## config.mk

```make
export PLATFORM = sky130hd
export DESIGN_NAME = gen_relojes_param
export DESIGN_NICKNAME = d
export VERILOG_FILES = /design/src/rtl/relojes_pkg.sv /design/src/rtl/detector_flanco.sv /design/src/rtl/gen_relojes_param.sv
export SDC_FILE = /design/constraint.sdc
export NUM_CORES = 1
export LEC_CHECK = 0
export BUFFER_PORTS_ARGS = -buffer_cell sky130_fd_sc_hd__buf_2
export CAP_MARGIN = 20
export CORE_MARGIN = 2
export CORE_UTILIZATION = 37
export DETAILED_ROUTE_END_ITERATION = 7
export PLACE_DENSITY_LB_ADDON = 0.1
export SYNTH_ARGS = -nofsm -noshare
export SYNTH_HDL_FRONTEND = slang
export SYNTH_SLANG_ARGS = --single-unit
```

## constraint.sdc

```tcl
create_clock -name clk32f -period 1.6 [get_ports clk32f]
set_input_delay 0.32 -clock clk32f [delete_from_list [all_inputs] [get_ports clk32f]]
set_output_delay 0.32 -clock clk32f [all_outputs]
set_load 0.01 [all_outputs]
```

## src/rtl/relojes_pkg.sv

```systemverilog
// Shared definitions for the parameterised clock generator:
// default parameter values and the FSM state encodings.
package relojes_pkg;

  localparam int unsigned N_CLK_DEF      = 3;
  localparam int unsigned BASE_SHIFT_DEF = 2;

  localparam logic [1:0] WARMUP = 2'd0;
  localparam logic [1:0] LOCKED = 2'd1;
  localparam logic [1:0] HOLD   = 2'd2;

endpackage

```

## src/rtl/detector_flanco.sv

```systemverilog
// Per-channel edge detector. Produces registered rise/fall strobes that
// land in the same cycle the derived clock bit changes.
//   clk32f   : fast reference clock
//   reset_L  : synchronous active-low reset
//   adv_i    : counter advances on this edge (strobes suppressed otherwise)
//   cur_i    : current value of the clock bit
//   nxt_i    : value the clock bit takes on this edge
//   rise_o   : 1 in the cycle the bit first reads 1
//   fall_o   : 1 in the cycle the bit first reads 0
module detector_flanco (
  input  logic clk32f,
  input  logic reset_L,
  input  logic adv_i,
  input  logic cur_i,
  input  logic nxt_i,
  output logic rise_o,
  output logic fall_o
);

  logic rise_q, rise_d;
  logic fall_q, fall_d;

  // Only a genuine count step can create an edge; forced clears cannot.
  always_comb begin
    rise_d = adv_i & ~cur_i & nxt_i;
    fall_d = adv_i & cur_i & ~nxt_i;
  end

  always_ff @(posedge clk32f) begin
    if (!reset_L) begin
      rise_q <= 1'b0;
      fall_q <= 1'b0;
    end else begin
      rise_q <= rise_d;
      fall_q <= fall_d;
    end
  end

  assign rise_o = rise_q;
  assign fall_o = fall_q;

endmodule

```

## src/rtl/gen_relojes_param.sv

```systemverilog
// Parameterised power-of-two clock divider with edge strobes and lock flag.
//   clk32f   : fast reference clock (all flops on rising edge)
//   reset_L  : synchronous active-low reset
//   enable   : 1 = run, 0 = freeze phase
//   sync_req : restart all phases from zero on the next edge
//   clk_out  : derived clocks, bit i has period 2^(BASE_SHIFT+1+i)
//   rise_stb : one-cycle pulse with each 0->1 of clk_out[i]
//   fall_stb : one-cycle pulse with each 1->0 of clk_out[i]
//   locked   : high once a full aligned period has completed
module gen_relojes_param
  import relojes_pkg::*;
#(
  parameter int unsigned N_CLK      = N_CLK_DEF,
  parameter int unsigned BASE_SHIFT = BASE_SHIFT_DEF
) (
  input  logic             clk32f,
  input  logic             reset_L,
  input  logic             enable,
  input  logic             sync_req,
  output logic [N_CLK-1:0] clk_out,
  output logic [N_CLK-1:0] rise_stb,
  output logic [N_CLK-1:0] fall_stb,
  output logic             locked
);

  localparam int unsigned W = BASE_SHIFT + N_CLK;

  logic [W-1:0] cnt_q, cnt_d;
  logic [1:0]   state_q, state_d;
  logic         resume_q, resume_d;  // 1 = return to LOCKED after HOLD
  logic         locked_q, locked_d;
  logic         adv_c;
  logic [1:0]   eff_state_c;

  // Next-state logic: sync beats enable; a resume counts on the same edge.
  always_comb begin
    cnt_d       = cnt_q;
    state_d     = state_q;
    resume_d    = resume_q;
    locked_d    = locked_q;
    adv_c       = 1'b0;
    eff_state_c = (state_q == LOCKED || (state_q == HOLD && resume_q)) ? LOCKED : WARMUP;

    if (sync_req) begin
      cnt_d    = '0;
      state_d  = WARMUP;
      resume_d = 1'b0;
      locked_d = 1'b0;
    end else if (!enable) begin
      state_d  = HOLD;
      resume_d = (eff_state_c == LOCKED);
    end else begin
      adv_c   = 1'b1;
      cnt_d   = cnt_q + W'(1);
      state_d = eff_state_c;
      // Wrap to zero closes the first full period of the slowest clock.
      if (eff_state_c == WARMUP && cnt_q == '1) begin
        state_d  = LOCKED;
        locked_d = 1'b1;
      end
    end
  end

  always_ff @(posedge clk32f) begin
    if (!reset_L) begin
      cnt_q    <= '0;
      state_q  <= WARMUP;
      resume_q <= 1'b0;
      locked_q <= 1'b0;
    end else begin
      cnt_q    <= cnt_d;
      state_q  <= state_d;
      resume_q <= resume_d;
      locked_q <= locked_d;
    end
  end

  // Clock outputs are the counter flops themselves.
  assign clk_out = cnt_q[W-1:BASE_SHIFT];
  assign locked  = locked_q;

  for (genvar gi = 0; gi < N_CLK; gi++) begin : g_det
    detector_flanco u_det (
      .clk32f  (clk32f),
      .reset_L (reset_L),
      .adv_i   (adv_c),
      .cur_i   (cnt_q[BASE_SHIFT+gi]),
      .nxt_i   (cnt_d[BASE_SHIFT+gi]),
      .rise_o  (rise_stb[gi]),
      .fall_o  (fall_stb[gi])
    );
  end

endmodule

```

==> results of run 1 <==
routing by layer:
layer,GRT usage,vias to the layer above,part of all wire
met5,0,-,0
met1,0.151,179,0.53
li1,-,209,-
met2,0.143,10,0.39
met3,0.0240,2,0.059
met4,0.106,0,0.015
sequential cells by signal, summed over array words and instances (netlist names):
name,count
g_det.u_det.fall_o,3
g_det.u_det.rise_o,3
cnt_q,5
resume_q,1
locked,1
state_q,2
worst max-delay path: stages, from the launching register on:
cell     delay, ps
dfxtp_1        400
ha_1           200
nand2_1         70
nor2_1         100
ha_1           250
mux2i_1        140
nor2_1          50
cells by family after synthesis:
| group | count (synthesis) |
|---|---|
| and+or+nand+nor | 23 |
| DFF | 15 |
| buffers and inverters | 13 |
| AOI/OAI and AO/OA | 5 |
| xor gates and xnor gates | 2 |
| muxes | 2 |
| adders and majority gates | 2 |
power by group:
part	internal, uW	leakage [uW]	switching, uW
Sequential	376	0.000121	1.86
Combinational	11.2	0.000160	15.3
Clock	92.7	0.0000177	119
Total	480	0.000299	136
worst max path at each step:
| stage | startpoint | end | slack, ps | cells after the start |
|---|---|---|---|---|
| finish | cnt_q[1] | cnt_q[4] | 270 | 6 |
| global route | cnt_q[1] | cnt_q[4] | 120 | 6 |
| floorplan | cnt_q[0] | cnt_q[4] | 350 | 6 |
| detailed placement | cnt_q[1] | cnt_q[4] | 270 | 6 |
| global placement | cnt_q[1] | cnt_q[4] | 280 | 6 |
| CTS | cnt_q[1] | cnt_q[4] | 250 | 6 |
metrics by stage:
step | hold slack, ps | std cells | total power, uW | util | cell area (um2)
5_1_grt | 355 | 85 | 648 | 0.432 | 673
4_1_cts | 333 | 85 | 631 | 0.432 | 673
2_1_floorplan | 450 | 62 | 406 | - | 633
3_3_place_gp | 465 | 81 | 414 | 0.414 | 646
3_5_place_dp | 460 | 81 | 414 | 0.414 | 646
6_report | 345 | 85 | 616 | 0.432 | 673
placed cells by master, fill, tap and decap left out:
master    count
ha_1          2
xnor2_1       1
nor2_1        9
nor2b_1       1
buf_2        13
inv_1         2
nor3_1        1
a41oi_1       1
nand3b_1      1
clkinv_2      1
nand3b_2      1
o21ai_0       1
nand4_4       1
nand2b_1      2
a31oi_1       1
xor2_1        1
nand2_1       2
a21o_1        1
a21oi_1       1
dfxtp_1      15
clkbuf_4      3
mux2i_1       2
nor3_4        1
or2_0         1
nor3b_1       3
buf_4         1
area by class of cell:
| cell class | instances | area, um2 | share of cell area |
|---|---|---|---|
| Clock buffer | 3 | 22.5 | 0.0335 |
| Clock inverter | 1 | 5.00 | 0.00743 |
| Inverter | 2 | 7.51 | 0.0112 |
| Multi-Input combinational cell | 34 | 245 | 0.364 |
| Sequential cell | 15 | 300 | 0.446 |
| Tap cell | 16 | 20.0 | 0.0297 |
| Timing Repair Buffer | 14 | 72.6 | 0.108 |
==> metrics.txt, run 1 <==
antenna-violating nets left 0; Synth top area share 0.474; All-Layer GR Usage 0.112; Initial Util 0.406; CTS resizes 0; Critical Path Fanout Max 3; global route total overflow 0; drt first pass iters 3; largest family of logic cells by synthesized area simple AND/OR/NAND/NOR gates; CP Launch Type flop; die height 45.4 um; PortBufs 13; CTS sink cnt 15; Hold Path Class in -> reg; first-pass GRT wire length ~1600 um; Worst Hold Path Cells 3; mux cell area share after synthesis 0.0316; die width between 40 and 50 um; ranking of synthesized cells by area dfxtp_1, buf_4, nor2_1, ha_1, nor3b_1; Max H-tree Level 1; drt wl/cell 10.3 um; Synth Flop Type dfxtp_1; Synth Area per Inst 10.2 um2; yosys warns 0; area grow syn2layout 6.32%; CTS Hold Bufs 0; worst reg2reg setup slack between 200 and 300 ps; vias in the first global route approximately 360; dpl ws 269 ps; Setup CP Type reg -> reg; worst hold start reset_L; unrepaired setup endpoints after global routing false; ys async rst share 0; initial antenna violation count 0; max cap viols 0; setup TNS 0 ps; CTS buffer count 3; die area 0.00206 mm2; fillers between 150 and 200; Initial DRC Count 7; Least-Margin Pin Slew 434 ps; CP Capture Type flop; EDFF count, synth 0; setup repair bufs after CTS 0; core area 0.00156 mm2; CP arrival between 1000 and 1500 ps; Setup-failing EPs final 0; layout cells sized above 1 0.304; final wirelength between 800 and 900 um; Post-Synth Adder-Cell Area 0.0395; Max rail drop VDD between 400 and 500 uV; Clk Latency, worst-skew pair 280 ps; flops & latches, synth 15; max-slew violations 0; # diodes 0; drc violations 0; clk_skew between 10 and 15 ps; mapped cell area about 630 um2; IO Pins 14; largest net degree at the start of global routing 11; post-synthesis xor/xnor area fraction 0.0277; cell depth of the worst flop-to-flop path 6; Final nets 76; root buf cell clkbuf_4; CTS tree done; PwrDens about 910 mW/mm2; Rows 14; Synth Area in Simple Gates 0.237; Final period util 0.828; RD Place Congestion around 0.65; Final Hold Viols 0; most common cell in the netlist dfxtp_1; clock tree buffer depth 2; worst r2r src cnt_q[1]; clock transition at the registers of the reported paths ~90 ps; Synth area leader dfxtp_1; post-synthesis cell type count 24; DR vias/cell between 4 and 5; DPL Wire Length a little over 600 um; compound-gate portion of the synthesized area 0.0514; syn nets between 60 and 70; Hold Path End g_det[0].u_det.fall_o; min Tclk post-route ~1300 ps; Reg-to-Reg End cnt_q[4]; outcome complete, no violations; Critical Path RT ~1800 ps; vias 400; commonest cells in the netlist dfxtp_1, buf_4, nor2_1; Lkg Pwr 0.000299 uW; PnR worst setup slack around 270 ps; fmax between 700 and 800 MHz; sequential area share after synthesis 0.474; worst relative slew slack 0.711; Mapped Cells between 60 and 70
(Power assumes the default switching activity.)
==> inputs of run 2 (changes only) <==
Clock period 1.6 ns to 1.2 ns, I/O delays scaled along.
==> run 2 against run 1 <==
  * Die area stayed put
  * Register-to-register slack worse by 250 ps
  * Hold slack worse by 48 ps
  * Critical path type unchanged
==> metrics.txt, run 2 (synthesized netlist as in run 1, its figures left out) <==
Design Area, Final 757 um2 (was 673 um2); max cap viols 0 (unchanged); CP arrival 1330 ps (was 1490 ps); # diodes 0 (unchanged); fmax 854 MHz (was 754 MHz); PortBufs 13 (unchanged); CTS Hold Bufs 0 (unchanged); Lkg Pwr 0.000330 uW (was 0.000299 uW); Initial DRC Count 12 (was 7); final wirelength 990 um (was 877 um); Worst Hold Path Cells 3 (unchanged); root buf cell clkbuf_4 (unchanged); All-Layer GR Usage 0.120 (was 0.112); CP cell instances ha_4, nand2_4, nor2_4, ha_4, mux2i_1, nor2_1 (was ha_1, nand2_1, nor2_1, ha_1, mux2i_1, nor2_1); worst r2r src cnt_q[0] (was cnt_q[1]); worst hold start reset_L (unchanged); antenna-violating nets left 0 (unchanged); Max rail drop VDD 873 uV (was 430 uV); CTS tree done (unchanged); DPL Wire Length 709 um (was 619 um); cell depth of the worst flop-to-flop path 6 (unchanged); commonest cells after routing, fill and taps aside buf_2, dfxtp_1, nor2_1, buf_4, dfxtp_2 (was dfxtp_1, buf_2, nor2_1, nor3b_1, clkbuf_4); Final Hold Viols 0 (unchanged); Final nets 80 (was 76); register name with the most flops cnt_q (unchanged); die area 0.00206 mm2 (unchanged); clock tree buffer depth 2 (unchanged); drt first pass iters 4 (was 3); Setup-failing EPs final 0 (unchanged); worst hold margin 297 ps (was 345 ps); Max stage delay on crit path 360 ps (was 400 ps); Critical-path top delay cell dfxtp_2 (was dfxtp_1); clk_skew 2.07 ps (was 10.5 ps); IO Pins 14 (unchanged); outcome complete, no violations (unchanged); most used cell, CP ha_4; Setup CP Type reg -> reg (unchanged); PwrDens 1070 mW/mm2 (was 914 mW/mm2); Critical Path Fanout Max 3 (unchanged); Initial Util 0.406 (unchanged); RD Place Congestion 0.681 (was 0.646); global route total overflow 0 (unchanged); Least-Margin Pin Slew 372 ps (was 434 ps); drt wl/cell 11.1 um (was 10.3 um); die height 45.4 um (unchanged); max FFs per register 5 (unchanged); Max H-tree Level 1 (unchanged); commonest non-fill, non-tap cell in the layout buf_2 (was dfxtp_1); unrepaired setup endpoints after global routing true (was false); crit path from cnt_q[0] (was cnt_q[1]); CTS sink cnt 15 (unchanged); DR vias/cell 4.63 (was 4.71); CTS buffer count 3 (unchanged); largest net degree at the start of global routing 11 (unchanged); clock transition at the registers of the reported paths 80 ps (was 90 ps); max-slew violations 0 (unchanged); Hold Path Class in -> reg (unchanged); vias in the first global route 367 (was 362); worst relative slew slack 0.752 (was 0.711); die width 45.4 um (unchanged); initial antenna violation count 0 (unchanged); min Tclk post-route 1170 ps (was 1330 ps); core area 0.00156 mm2 (unchanged); first-pass GRT wire length 1630 um (was 1580 um); Critical Path RT 1360 ps (was 1770 ps); layout cells sized above 1 0.466 (was 0.304); drc violations 0 (unchanged); vias 412 (was 400); total power 813 uW (was 616 uW); fillers 153 (was 160); area grow syn2layout 19.6% (was 6.32%); DP Area 683 um2 (was 646 um2); CP Capture Type flop (unchanged); Final period util 0.976 (was 0.828); Rows 14 (unchanged); CP Launch Type flop (unchanged); Clk Latency, worst-skew pair 270 ps (was 280 ps)
## run 2: path summary, 6_finish.rpt
check	end	slack (ps)
worst min-delay path	g_det[0].u_det.fall_o	300
worst max register to register	cnt_q[4]	30
worst min register to register	g_det[1].u_det.rise_o	460
worst max-delay path	cnt_q[4]	30
## run 2: report_power, final
part	leakage [uW]	switching [uW]	internal (uW)	total [uW]
Sequential	0.000123	3.03	501	504
Clock	0.0000150	138	129	267
Combinational	0.000192	23.4	18.4	41.8
Total	0.000330	165	649	813
## run 2: area by class of cell
| type | count | area (um2) | area share |
|---|---|---|---|
| multi-input combinational | 34 | 295 | 0.390 |
| inverter | 2 | 7.51 | 0.00992 |
| timing repair buffer | 18 | 103 | 0.136 |
| tap | 16 | 20.0 | 0.0264 |
| sequential | 15 | 305 | 0.403 |
| clock buffer | 4 | 26.3 | 0.0347 |
## run 2: critical path, delay by kind of cell, from the launching register on
family,cells,cell delay (ps)
mux,1,130
simple gates,3,190
flops,1,360
fa+ha+maj,2,360
## run 2: routing by layer
| layer | part of all wire | up-vias | global-route usage |
|---|---|---|---|
| li1 | - | 219 | - |
| met1 | 0.52 | 179 | 0.147 |
| met2 | 0.42 | 12 | 0.157 |
| met3 | 0.046 | 2 | 0.0600 |
| met4 | 0.015 | 0 | 0.0882 |
| met5 | 0 | - | 0 |
## run 2: timing repair
action | 4_1_cts | 5_1_grt
setup buffers | 1 | 0
pin swaps | 2 | 1
endpoints found under the setup margin | 1 | 5
gates resized for setup | 1 | 8
## run 2: stage by stage
step	worst slack, ps	setup TNS [ps]	utilization	std cells
floorplan	31.1	0	-	62
global placement	16.3	0	0.438	84
detailed placement	-21.7	-21.7	0.438	84
CTS	-28.9	-28.9	0.461	89
global route	-43.6	-52.0	0.486	89
finish	29.1	0	0.486	89
==> inputs of run 3 (changes only) <==
Settings changed: BUFFER_PORTS_ARGS -buffer_cell sky130_fd_sc_hd__buf_2 to -buffer_cell sky130_fd_sc_hd__buf_4.
==> run 3 against run 2 <==
  * The flow now finishes with violations (setup timing)
  * Sequential cell count unchanged
  * Critical endpoint unchanged
  * Non-clock buffer count increased by 1
  * Clock-buffer cell count decreased by 1
  * Largest cell class unchanged
  * Hold slack lost 52 ps
  * Sequential share of layout area decreased by 0.69 points
  * Largest power group unchanged
  * Clock skew up 2.4 ps
  * Via count up 3.4%
  * Wire length down 8.4%
  * Cell count increased by 1.1%
  * Highest routed layer unchanged
  * Worst setup slack got worse by 31 ps
  * Sequential power about the same
==> metrics.txt, run 3 (synthesized netlist as in run 1, its figures left out) <==
Lkg Pwr 0.000325 uW (was 0.000330 uW); register name with the most flops cnt_q (unchanged); DP Area 723 um2 (was 683 um2); area grow syn2layout 21.1% (was 19.6%); vias in the first global route 383 (was 367); CTS sink cnt 15 (unchanged); area of the multi-input gates 265 um2 (was 295 um2); Max H-tree Level 1 (unchanged); global route total overflow 0 (unchanged); final wirelength 907 um (was 990 um); Reg area 304 um2 (was 305 um2); commonest non-fill, non-tap cell in the layout buf_4 (was buf_2); CTS tree done (unchanged); die width 45.4 um (unchanged); drt first pass iters 4 (unchanged); CP arrival 1370 ps (was 1330 ps); min Tclk post-route 1200 ps (was 1170 ps); worst hold start enable (was reset_L); Setup CP Type reg -> reg (unchanged); Hold Path Class in -> reg (unchanged); clock tree buffer depth 2 (unchanged); RD Place Congestion 0.635 (was 0.681); core area 0.00156 mm2 (unchanged); Final nets 81 (was 80); Final period util 1.00 (was 0.976); drt wl/cell 10.1 um (was 11.1 um); fmax 832 MHz (was 854 MHz); Initial DRC Count 6 (was 12); outcome finished with violations (was complete, no violations); Setup-failing EPs final 1 (was 0); layout cells sized above 1 0.432 (was 0.466); CTS buffer count 3 (unchanged); Critical Path RT 1370 ps (was 1360 ps); CP Capture Type flop (unchanged); clock transition at the registers of the reported paths 90 ps (was 80 ps); PortBufs 13 (unchanged); unrepaired setup endpoints after global routing true (unchanged); DPL Wire Length 659 um (was 709 um); Least-Margin Pin Slew 374 ps (was 372 ps); Design Area, Final 767 um2 (was 757 um2); Initial Util 0.406 (unchanged); worst relative slew slack 0.751 (was 0.752); CP Launch Type flop (unchanged); DR vias/cell 4.73 (was 4.63); die area 0.00206 mm2 (unchanged); PnR worst setup slack -1.78 ps (was 29.1 ps); vias 426 (was 412); crit path from cnt_q[0] (unchanged); total power 825 uW (was 813 uW); PwrDens 1080 mW/mm2 (was 1070 mW/mm2); Final Hold Viols 0 (unchanged); drc violations 0 (unchanged); IO Pins 14 (unchanged); largest net degree at the start of global routing 11 (unchanged); # diodes 0 (unchanged); initial antenna violation count 0 (unchanged); worst r2r src cnt_q[0] (unchanged); Clk Latency, worst-skew pair 280 ps (was 270 ps); CTS Hold Bufs 0 (unchanged); max-slew violations 0 (unchanged); All-Layer GR Usage 0.117 (was 0.120); max cap viols 0 (unchanged); fillers 162 (was 153); max FFs per register 5 (unchanged); failing checks setup timing; clk_skew 4.51 ps (was 2.07 ps); Critical Path Fanout Max 3 (unchanged); Max rail drop VDD 728 uV (was 873 uV); commonest cells after routing, fill and taps aside buf_4, dfxtp_1, nor2_1, clkbuf_4, dfxtp_2 (was buf_2, dfxtp_1, nor2_1, buf_4, dfxtp_2); die height 45.4 um (unchanged); Rows 14 (unchanged); antenna-violating nets left 0 (unchanged); first-pass GRT wire length 1610 um (was 1630 um); root buf cell clkbuf_4 (unchanged)
==> run 3: power by group <==
part / leakage [uW] / switching [uW] / internal (uW) / total [uW]
logic: 0.000185 / 22.1 / 21.2 / 43.3
registers: 0.000123 / 3.05 / 501 / 505
clock network: 0.0000177 / 153 / 124 / 277
==> run 3: final cells by class <==
type,instances,share of cell area
flip-flops and latches,15,0.396
multi-input cells,34,0.346
clock buffers,3,0.0294
clock inverters,1,0.00653
inverters,2,0.00979
repair buffers,19,0.186
well taps,16,0.0261
==> run 3: worst max-delay path, cell delays in order (launching register included) <==
cell and delay (ps):
dfxtp_2 340, ha_4 160, nand2_2 50, nor2_1 40
ha_1 300, mux2i_1 140, nor2_1 50
==> run 3: metrics by stage <==
step | setup slack [ps] | util | hold slack (ps) | std cells | setup TNS [ps]
floorplan | 31.1 | - | 417 | 62 | 0
global placement | 16.3 | 0.464 | 467 | 85 | 0
detailed placement | 0.301 | 0.464 | 464 | 85 | 0
CTS | -14.7 | 0.483 | 236 | 89 | -14.7
global route | -63.2 | 0.492 | 242 | 90 | -143
finish | -1.78 | 0.492 | 246 | 90 | -1.78
==> run 3: path summary, 6_finish.rpt <==
check | end | slack, ps | cells past startpoint
max | cnt_q[4] | -2 | 6
min | state_q[1] | 250 | 2
max reg2reg | cnt_q[4] | -2 | 6
min reg2reg | resume_q | 480 | 2
==> run 3: what timing repair did <==
action / CTS / global route
setup endpoints to repair: 1 / 5
buffers inserted: 0 / 1
pin swaps: 2 / 1
gates resized for setup: 1 / 2
==> run 3: layer usage <==
metal	GRT usage	up-vias	share of wire
met3	0.0720	2	0.054
met4	0.0706	0	0.017
li1	-	221	-
met1	0.141	191	0.51
met5	0	-	0
met2	0.157	12	0.41
